<file path="src/rtl/hdb3_decode.sv">
// HDB3 receive decoder: turns ternary line symbols back into NRZ bits by undoing
// 000V/B00V substitutions, and reports line-code errors and a saturating V count.
module hdb3_decode #(
  parameter logic [1:0] P_POS_CODE = 2'b01,
  parameter logic [1:0] P_NEG_CODE = 2'b10,
  parameter int         P_CNT_W    = 16
) (
  input  logic               i_clk,
  input  logic               i_rst,
  input  logic [1:0]         i_hdb3_code,
  output logic               o_data,
  output logic               o_valid,
  output logic               o_code_err,
  output logic [P_CNT_W-1:0] o_viol_cnt
);

  localparam logic [P_CNT_W-1:0] CNT_MAX = '1;
  localparam logic [P_CNT_W-1:0] CNT_ONE = {{(P_CNT_W-1){1'b0}}, 1'b1};

  function automatic logic [P_CNT_W-1:0] sat_inc(input logic [P_CNT_W-1:0] v);
    return (v == CNT_MAX) ? v : v + CNT_ONE;
  endfunction

  logic       is_pos, is_neg, is_mark, is_illegal, is_v, bit_in, err_nxt;
  logic [3:0] sr, sr_nxt;
  logic       r_last_pol, r_pol_ok, r_last_vpol, r_vpol_ok;
  logic [1:0] r_mark_hist;
  logic [2:0] fill_cnt;

  // Stage 0: classify the incoming symbol against the polarity history
  always_comb begin
    is_pos     = (i_hdb3_code == P_POS_CODE);
    is_neg     = (i_hdb3_code == P_NEG_CODE);
    is_mark    = is_pos | is_neg;
    is_illegal = !is_mark && (i_hdb3_code != 2'b00);
    is_v       = is_mark && r_pol_ok && (is_pos == r_last_pol);
    bit_in     = is_mark && !is_v;
    // A V wipes the three bits behind it, so both 000V and B00V come out as 0000.
    sr_nxt     = is_v ? 4'b0000 : {sr[2:0], bit_in};
    // r_mark_hist is raw input history, so a B pulse just before the V still counts.
    err_nxt    = is_illegal
               | (is_v & (|r_mark_hist))
               | (is_v & r_vpol_ok & (is_pos == r_last_vpol));
  end

  // Stage 1..4: substitution shift register and registered outputs
  always_ff @(posedge i_clk or posedge i_rst) begin
    if (i_rst) begin
      sr          <= 4'b0000;
      o_data      <= 1'b0;
      o_valid     <= 1'b0;
      o_code_err  <= 1'b0;
      o_viol_cnt  <= '0;
      r_last_pol  <= 1'b0;
      r_pol_ok    <= 1'b0;
      r_last_vpol <= 1'b0;
      r_vpol_ok   <= 1'b0;
      r_mark_hist <= 2'b00;
      fill_cnt    <= 3'd0;
    end else begin
      o_data      <= sr[3];
      sr          <= sr_nxt;
      o_code_err  <= err_nxt;
      r_mark_hist <= {r_mark_hist[0], is_mark};
      if (fill_cnt != 3'd4) fill_cnt <= fill_cnt + 3'd1;
      o_valid     <= o_valid | (fill_cnt == 3'd3);
      if (is_mark) begin
        r_last_pol <= is_pos;
        r_pol_ok   <= 1'b1;
      end
      if (is_v) begin
        r_last_vpol <= is_pos;
        r_vpol_ok   <= 1'b1;
        o_viol_cnt  <= sat_inc(o_viol_cnt);
      end
    end
  end

endmodule
</file>
<file path="config.mk">
export PLATFORM = sky130hd
export DESIGN_NAME = hdb3_decode
export DESIGN_NICKNAME = d
export VERILOG_FILES = /design/src/rtl/hdb3_decode.sv
export SDC_FILE = /design/constraint.sdc
export NUM_CORES = 1
export LEC_CHECK = 0
export ABC_AREA = 0
export BUFFER_PORTS_ARGS = -buffer_cell sky130_fd_sc_hd__buf_2
export CAP_MARGIN = 5
export CORE_MARGIN = 8
export CORE_UTILIZATION = 45
export CTS_CLUSTER_SIZE = 12
export DETAILED_ROUTE_END_ITERATION = 12
export PLACE_DENSITY = 0.73
export SYNTH_ARGS = -nofsm -noshare
export SYNTH_HDL_FRONTEND = slang
export SYNTH_SLANG_ARGS = --single-unit
export TNS_END_PERCENT = 50
</file>
<file path="constraint.sdc">
create_clock -name i_clk -period 2.1 [get_ports i_clk]
set_input_delay 0.525 -clock i_clk [delete_from_list [all_inputs] [get_ports i_clk]]
set_output_delay 0.525 -clock i_clk [all_outputs]
set_load 0.01 [all_outputs]
</file>
After elaboration in Yosys (flattened, before gate mapping)
Index checks and enable logic that the tools add are counted.
W data, S select, Z words.
- register bits: 32
- input port bits: 4
- output and inout port bits: 19
- word-level logic and storage cells: 38
- $add $sub $neg: 2
- equality and inequality tests: 7
- mux-type cells: 1
- bitwise operators: 8
- reductions and logical operators: 9
- operator list (kind ; number):
    $add A16 B1 Y16 const B ; 1
    $eq A16 B16 Y1 const B ; 1
    $logic_and A1 B1 Y1 ; 4
    $mux W4 ; 1
    $or A1 B1 Y1 ; 4
    $add A3 B1 Y3 const B ; 1
    $and A1 B1 Y1 ; 3
    $eq A3 B2 Y1 const B ; 1
    $ne A3 B3 Y1 const B ; 1
    $eq A1 B1 Y1 ; 2
    $eq A2 B1 Y1 const B ; 1
    $eq A2 B2 Y1 const B ; 1
    $logic_not A1 Y1 ; 2
    $reduce_and A2 Y1 ; 1
    $reduce_bool A2 Y1 ; 1
    $reduce_or A2 Y1 ; 1
    $not A1 Y1 ; 1

Longest topological paths before layout
Gate-level depths: netlist of run 1.
- word-level depth: 7
- gate-level depth with buffers: 7

Least setup slack after synthesis of run 1
Ideal clock, no wire load.
- path type: input to register
- from: in i_hdb3_code[1]
- to: reg o_viol_cnt[2]
- library setup time: 79 ps
- data arrival time: 1716 ps
- required time: 2021 ps
- slack: 305 ps
- stages on the path: 7
- buffers on the path: 1
- cell sequence: inv_1 ha_1 xnor2_1 nand2_1 buf_2 nor3b_1 xor2_1
- word-level cells in the longest chain between the ends: 5
- ends and longest elaborated chain (element ; RTL line ; RTL):
    start, declared ; 10 ; input logic [1:0] i_hdb3_code,
    $eq A2 B1 Y1 (*) ; 32 ; is_pos = (i_hdb3_code == P_POS_CODE);
    named net is_pos ; 24 ; logic is_pos, is_neg, is_mark, is_illegal, is_v, bit_in, err_nxt;
    $or A1 B1 Y1 ; 34 ; is_mark = is_pos | is_neg;
    $logic_and A1 B1 Y1 ; 36 ; is_v = is_mark && r_pol_ok && (is_pos == r_last_pol);
    $logic_and A1 B1 Y1 (*) ; 36 ;
    $reduce_and A2 Y1 (no source line) (*) ; -- ;
    end signal, assigned ; 74 ; o_viol_cnt <= sat_inc(o_viol_cnt);
    end, declared ; 14 ; output logic [P_CNT_W-1:0] o_viol_cnt
Mark *: on every way through the listed nets, which the timed path passes. The rest lies on a longest branch.
A chain may end at the register's enable or synchronous reset.

Worst setup path after layout of run 1
- from: reg o_viol_cnt[0]
- to: reg o_viol_cnt[1]
- word-level cells in the longest chain between the ends: 3
- ends and longest elaborated chain (element):
    parallel branches: the longest is 3 deep, another holds $add A16 B1 Y16
Several ways; the timed one is not identified.

==> flow_summary.ini, run 1 <==
[synth]
ys_seq_area_share_pct = 56.3
synth_cells = 118
synth_edf_count = 0
syn-num-nets = 128
yosys.cell_types.count = 31
ys_ff_latch = 32
syn_avg_cell_area_um2 = 12.1
syn_area_mm2 = 0.00142
synth-async-reset-ratio_pct = 100
synth_warnings = 0
ys.flop_type = dfrtp_1

[timing]
drv_slew = 0
setup_viol = 0
holdWs_ps = 69.5
relSlewSlack_pct = 68.3
worst_pin_slew_ps = 471
finalSetupTns_ps = 0
hold_viol = 0
rsz0062_at_grt = false
skew_ps = 2.82
fmax_mhz = 534
finalCriticalPeriod_ps = 1870
period_share_pct = 89.2

[floorplanning]
die_h_um = 72.2
die-area_mm2 = 0.00522
core_mm2 = 0.00303
ios = 23
placementRows = 20
die_x_um = 72.2
initial_core_util_pct = 47.0

[placed_design]
gp_congestion = 0.857
dp_hpwl_um = 1920
placed_cell_area_mm2 = 0.00161
io_buffers = 22

[layout]
layout_commonest_cell = dfrtp_1
final_cell_mix = dfrtp_1 (32), buf_2 (22), xor2_1 (13)
nets = 160
design_area_mm2 = 0.00167
diodes = 0
drive_gt1_share_pct = 27.2
fin_util_pct = 55.2
nFillCells = 272
syn_to_final_growth_pct = 17.5

[pwr]
cellPowerDensity_mw_per_mm2 = 868
leakage_nw = 0.869
ir_drop_mv = 0.604
p_total_w = 0.00145

[global_route]
grt_antenna_before_repair = 0
grt_pass1_vias = 1013
grt_max_degree = 29
grt_pass1_wl_um = 4700
gr-total-overflow = 0
grt_util_all_layers_pct = 11.6

[clocking]
hold_buffers = 0
cts-resized-gates = 0
clk_latency_ps = 320
root_buffer = clkbuf_4
cts_setup_buffers = 0
htreeDepth = 2
cts_tree = built
numCtsBuffers = 5
cts.path.max_buffers = 2
clkTransAtPathRegs_ps = 90
cts_sinks = 32

[detailed_routing]
antenna_left = 0
wirelength_um = 2640
wire_per_inst_um = 13.5
vias = 994
drc_errors = 0
routed_via_density = 5.10
firstDrtPassIters = 4
drtIter0Drc = 38

[hold_path]
hp-class = input pin to async pin

[setup_path]
crit_required_ps = 2320
cp.arrival_ps = 2090
criticalPathCategory = flip-flop to flip-flop
worstSetupStartpointType = flip-flop
crit_path_end_kind = flip-flop
crit_fanout = 8

[run]
max_cap_violations = 0

[status]
outcome = completed
==> worst paths after layout <==
| kind | startpoint | endpoint | slack, ps | cells after the start |
|---|---|---|---|---|
| max | o_viol_cnt[0]$_DFFE_PP0P_ | o_viol_cnt[1]$_DFFE_PP0P_ | 230 | 5 |
| min | i_rst | o_valid$_DFF_PP0_ | 70 | 2 |
| max reg2reg | o_viol_cnt[0]$_DFFE_PP0P_ | o_viol_cnt[1]$_DFFE_PP0P_ | 230 | 5 |
| min reg2reg | sr[3]$_DFF_PP0_ | o_data$_DFF_PP0_ | 360 | 0 |
| max in group asynchronous | i_rst | o_viol_cnt[15]$_DFFE_PP0P_ | 1440 | 3 |
| min in group i_clk | sr[3]$_DFF_PP0_ | o_data$_DFF_PP0_ | 360 | 0 |
==> registers in the layout (all words and copies together) (netlist names) <==
register	count
r_mark_hist	2
o_code_err	1
fill_cnt	3
r_last_vpol	1
sr	4
r_vpol_ok	1
o_valid	1
r_last_pol	1
r_pol_ok	1
o_viol_cnt	16
o_data	1
==> area by class of cell <==
class / count / area (µm²) / share of cell area, %
Clock buffer: 8 / 58.8 / 3.52
Inverter: 7 / 26.3 / 1.57
Multi-Input combinational cell: 78 / 591 / 35.3
Sequential cell: 32 / 801 / 47.9
Tap cell: 44 / 55.1 / 3.29
Timing Repair Buffer: 26 / 140 / 8.38
==> cell usage after synthesis (2+ instances only) <==
cell type | number | share of area, %
dfrtp_1 | 32 | 56
xor2_1 | 13 | 8.0
nand2_1 | 8 | 2.1
inv_1 | 7 | 1.8
ha_1 | 6 | 5.3
nor3_1 | 6 | 2.1
nor4_1 | 6 | 2.6
nand3_1 | 5 | 1.8
nand4_1 | 4 | 1.8
xnor2_1 | 4 | 2.5
and2_1 | 3 | 1.3
a21oi_1 | 2 | 0.70
mux2_2 | 2 | 1.6
nand2b_1 | 2 | 0.88
nor2_1 | 2 | 0.53
==> logic make-up (layout without fill, tap and decap cells) <==
| logic type | after synthesis | in the layout | synth area share [%] |
|---|---|---|---|
| adders and majority gates | 6 | 6 | 5.28 |
| DFF | 32 | 32 | 56.3 |
| AOI/OAI and AO/OA | 6 | 6 | 2.81 |
| muxes | 3 | 3 | 2.64 |
| xor gates and xnor gates | 17 | 17 | 10.5 |
| buffers and inverters | 8 | 41 | 2.20 |
| and+or+nand+nor | 46 | 46 | 20.3 |
==> metrics by stage <==
stage | cells | setup WS, ps
final | 195 | 228
after global routing | 195 | 74.2
after CTS | 195 | 217
after global placement | 187 | 35.3
after floorplan | 118 | 305
after detailed placement | 187 | -14.2
==> power by group <==
part | internal, W | switching [W]
Combinational | 0.000152 | 0.000148
Clock | 0.000165 | 0.000197
Sequential | 0.000699 | 0.0000901
Total | 0.00102 | 0.000436
==> critical path, cell delays in order (launching register included) <==
cell and delay [ps]:
dfrtp_1 430, ha_1 210, nand4_1 230, nor4_4 500
nor2_2 90, mux2_4 310
==> per-layer routing <==
| metal | global-route usage [%] | up-vias | share of wire (%) |
|---|---|---|---|
| met4 | 6.80 | 0 | 2.4 |
| li1 | - | 473 | - |
| met1 | 13.3 | 494 | 44 |
| met5 | 0 | - | 0 |
| met3 | 4.41 | 7 | 5.6 |
| met2 | 18.0 | 20 | 48 |
Power figures use the tool's default switching activity.
==> run 2: changes to the inputs <==
==> constraint.sdc (replaced) <==
create_clock -name i_clk -period 2.3 [get_ports i_clk]
set_input_delay 0.575 -clock i_clk [delete_from_list [all_inputs] [get_ports i_clk]]
set_output_delay 0.575 -clock i_clk [all_outputs]
set_load 0.01 [all_outputs]
==> run 2 against run 1 <==
Routed wire length fell by 5.7%. Maximum frequency fell by 2.0%. Non-clock buffer count rose by 1. Sequential share of layout area fell by 1.2 points. Largest power group unchanged. Register-to-register slack improved by 160 ps. First-iteration DRC count fell by 42%. Die area did not move. Cell area rose by 2.6%. Combinational power fell by 8.0%.
==> flow_summary.ini, run 2 (same netlist as run 1, synthesis figures left out) <==
[setup_path]
crit_path_cell_trace = ha_1, nand4_1, nor4_4, nor2_2, mux2_4
max_stage_delay_ps = 520
cp.arrival_ps = 2140
criticalPathCategory = flip-flop to flip-flop
worstSetupStartpointType = flip-flop
cp_num_buf_inv = 0
crit_family = simple AND/OR/NAND/NOR gates
crit_path_end_kind = flip-flop
crit_required_ps = 2530
worst_path_max_delay_cell = nor4_4
crit_fanout = 8

[clocking]
cts_tree = built
cts_sinks = 32
cts-resized-gates = 0
cts_setup_buffers = 0
numCtsBuffers = 5
hold_buffers = 0
htreeDepth = 2
root_buffer = clkbuf_4
clk_latency_ps = 330
clkTransAtPathRegs_ps = 100
cts.path.max_buffers = 2

[timing]
worst_pin_slew_ps = 496
finalSetupTns_ps = 0
skew_ps = 8.30
finalCriticalPeriod_ps = 1910
relSlewSlack_pct = 66.7
setup_viol = 0
rsz0062_at_grt = false
drv_slew = 0
period_share_pct = 83.0
hold_viol = 0
fmax_mhz = 524

[detailed_routing]
firstDrtPassIters = 4
antenna_left = 0
vias = 966
wire_per_inst_um = 12.7
wirelength_um = 2490
drtIter0Drc = 22
routed_via_density = 4.93
drc_errors = 0

[placed_design]
dp.cells = 188
io_buffers = 22
gp_congestion = 0.881
dp_hpwl_um = 1850
placed_cell_area_mm2 = 0.00162

[layout]
largest_reg_flops = 16
multiInputGateArea_um2 = 591
syn_to_final_growth_pct = 20.6
final_cell_mix = dfrtp_1 (32), buf_2 (22), xor2_1 (13)
fin_cells = 196
regMostFlops = o_viol_cnt
design_area_mm2 = 0.00172
diodes = 0
seq_area_um2 = 801
nets = 161
top_regs = o_viol_cnt x16, sr x4, fill_cnt x3
drive_gt1_share_pct = 28.9
fin_util_pct = 56.7
nFillCells = 281
layout_commonest_cell = dfrtp_1

[global_route]
gr-total-overflow = 0
grt_util_all_layers_pct = 11.1
grt_max_degree = 33
grt_pass1_vias = 1036
grt_antenna_before_repair = 0
grt_pass1_wl_um = 4460

[pwr]
power.share.clock_pct = 32.2
pwr-share-seq_pct = 49.0
p_int_w = 0.00107
switching_power_w = 0.000401
sw_frac_of_total_pct = 27.3
p_total_w = 0.00147
leakage_nw = 0.892
cellPowerDensity_mw_per_mm2 = 857
ir_drop_mv = 0.516
pwr-share-comb_pct = 18.8

[status]
outcome = completed

[run]
max_cap_violations = 0

[floorplanning]
core_mm2 = 0.00303
die-area_mm2 = 0.00522
die_x_um = 72.2
ios = 23
die_h_um = 72.2
placementRows = 20
initial_core_util_pct = 47.0

[hold_path]
hp-class = input pin to async pin
run 2: per-layer routing:
| metal | part of all wire [%] | track usage [%] |
|---|---|---|
| met3 | 5.5 | 5.37 |
| met2 | 48 | 17.6 |
| met1 | 44 | 12.1 |
| met5 | 0 | 0 |
| met4 | 1.9 | 5.44 |
run 2: worst paths after layout:
check | start | cells past startpoint | slack (ps) | endpoint
worst max-delay path | o_viol_cnt[1]$_DFFE_PP0P_ | 5 | 390 | o_viol_cnt[1]$_DFFE_PP0P_
worst min-delay path | i_rst | 3 | 300 | fill_cnt[0]$_DFFE_PP0P_
worst max register to register | o_viol_cnt[1]$_DFFE_PP0P_ | 5 | 390 | o_viol_cnt[1]$_DFFE_PP0P_
worst min register to register | sr[3]$_DFF_PP0_ | 0 | 370 | o_data$_DFF_PP0_
max in group asynchronous | i_rst | 3 | 1710 | o_viol_cnt[13]$_DFFE_PP0P_
min in group i_clk | sr[3]$_DFF_PP0_ | 0 | 370 | o_data$_DFF_PP0_
run 2: layout make-up:
class,instances,area share [%]
repair buffers,27,8.61
multi-input cells,78,34.4
well taps,44,3.21
flip-flops and latches,32,46.7
inverters,7,1.53
clock buffers,7,3.79
clock inverters,1,1.75
run 2: through the flow:
stage	hold WS (ps)	worst slack, ps
final	302	390
after global routing	312	211
after CTS	302	392
after detailed placement	358	130
after global placement	337	160
after floorplan	331	455
run 2: worst min-delay path, delay by kind of cell:
| family | cells | cell delay [ps] |
|---|---|---|
| buffers and inverters | 3 | 480 |
run 2: power by group through the flow:
stage          clock, W  sequential [W]  combinational [W]
2_1_floorplan         0        0.000746           0.000147
4_1_cts        0.000488        0.000721           0.000283
6_report       0.000474        0.000721           0.000276
5_1_grt        0.000508        0.000733           0.000314
3_3_place_gp          0        0.000725           0.000276
3_5_place_dp          0        0.000731           0.000281
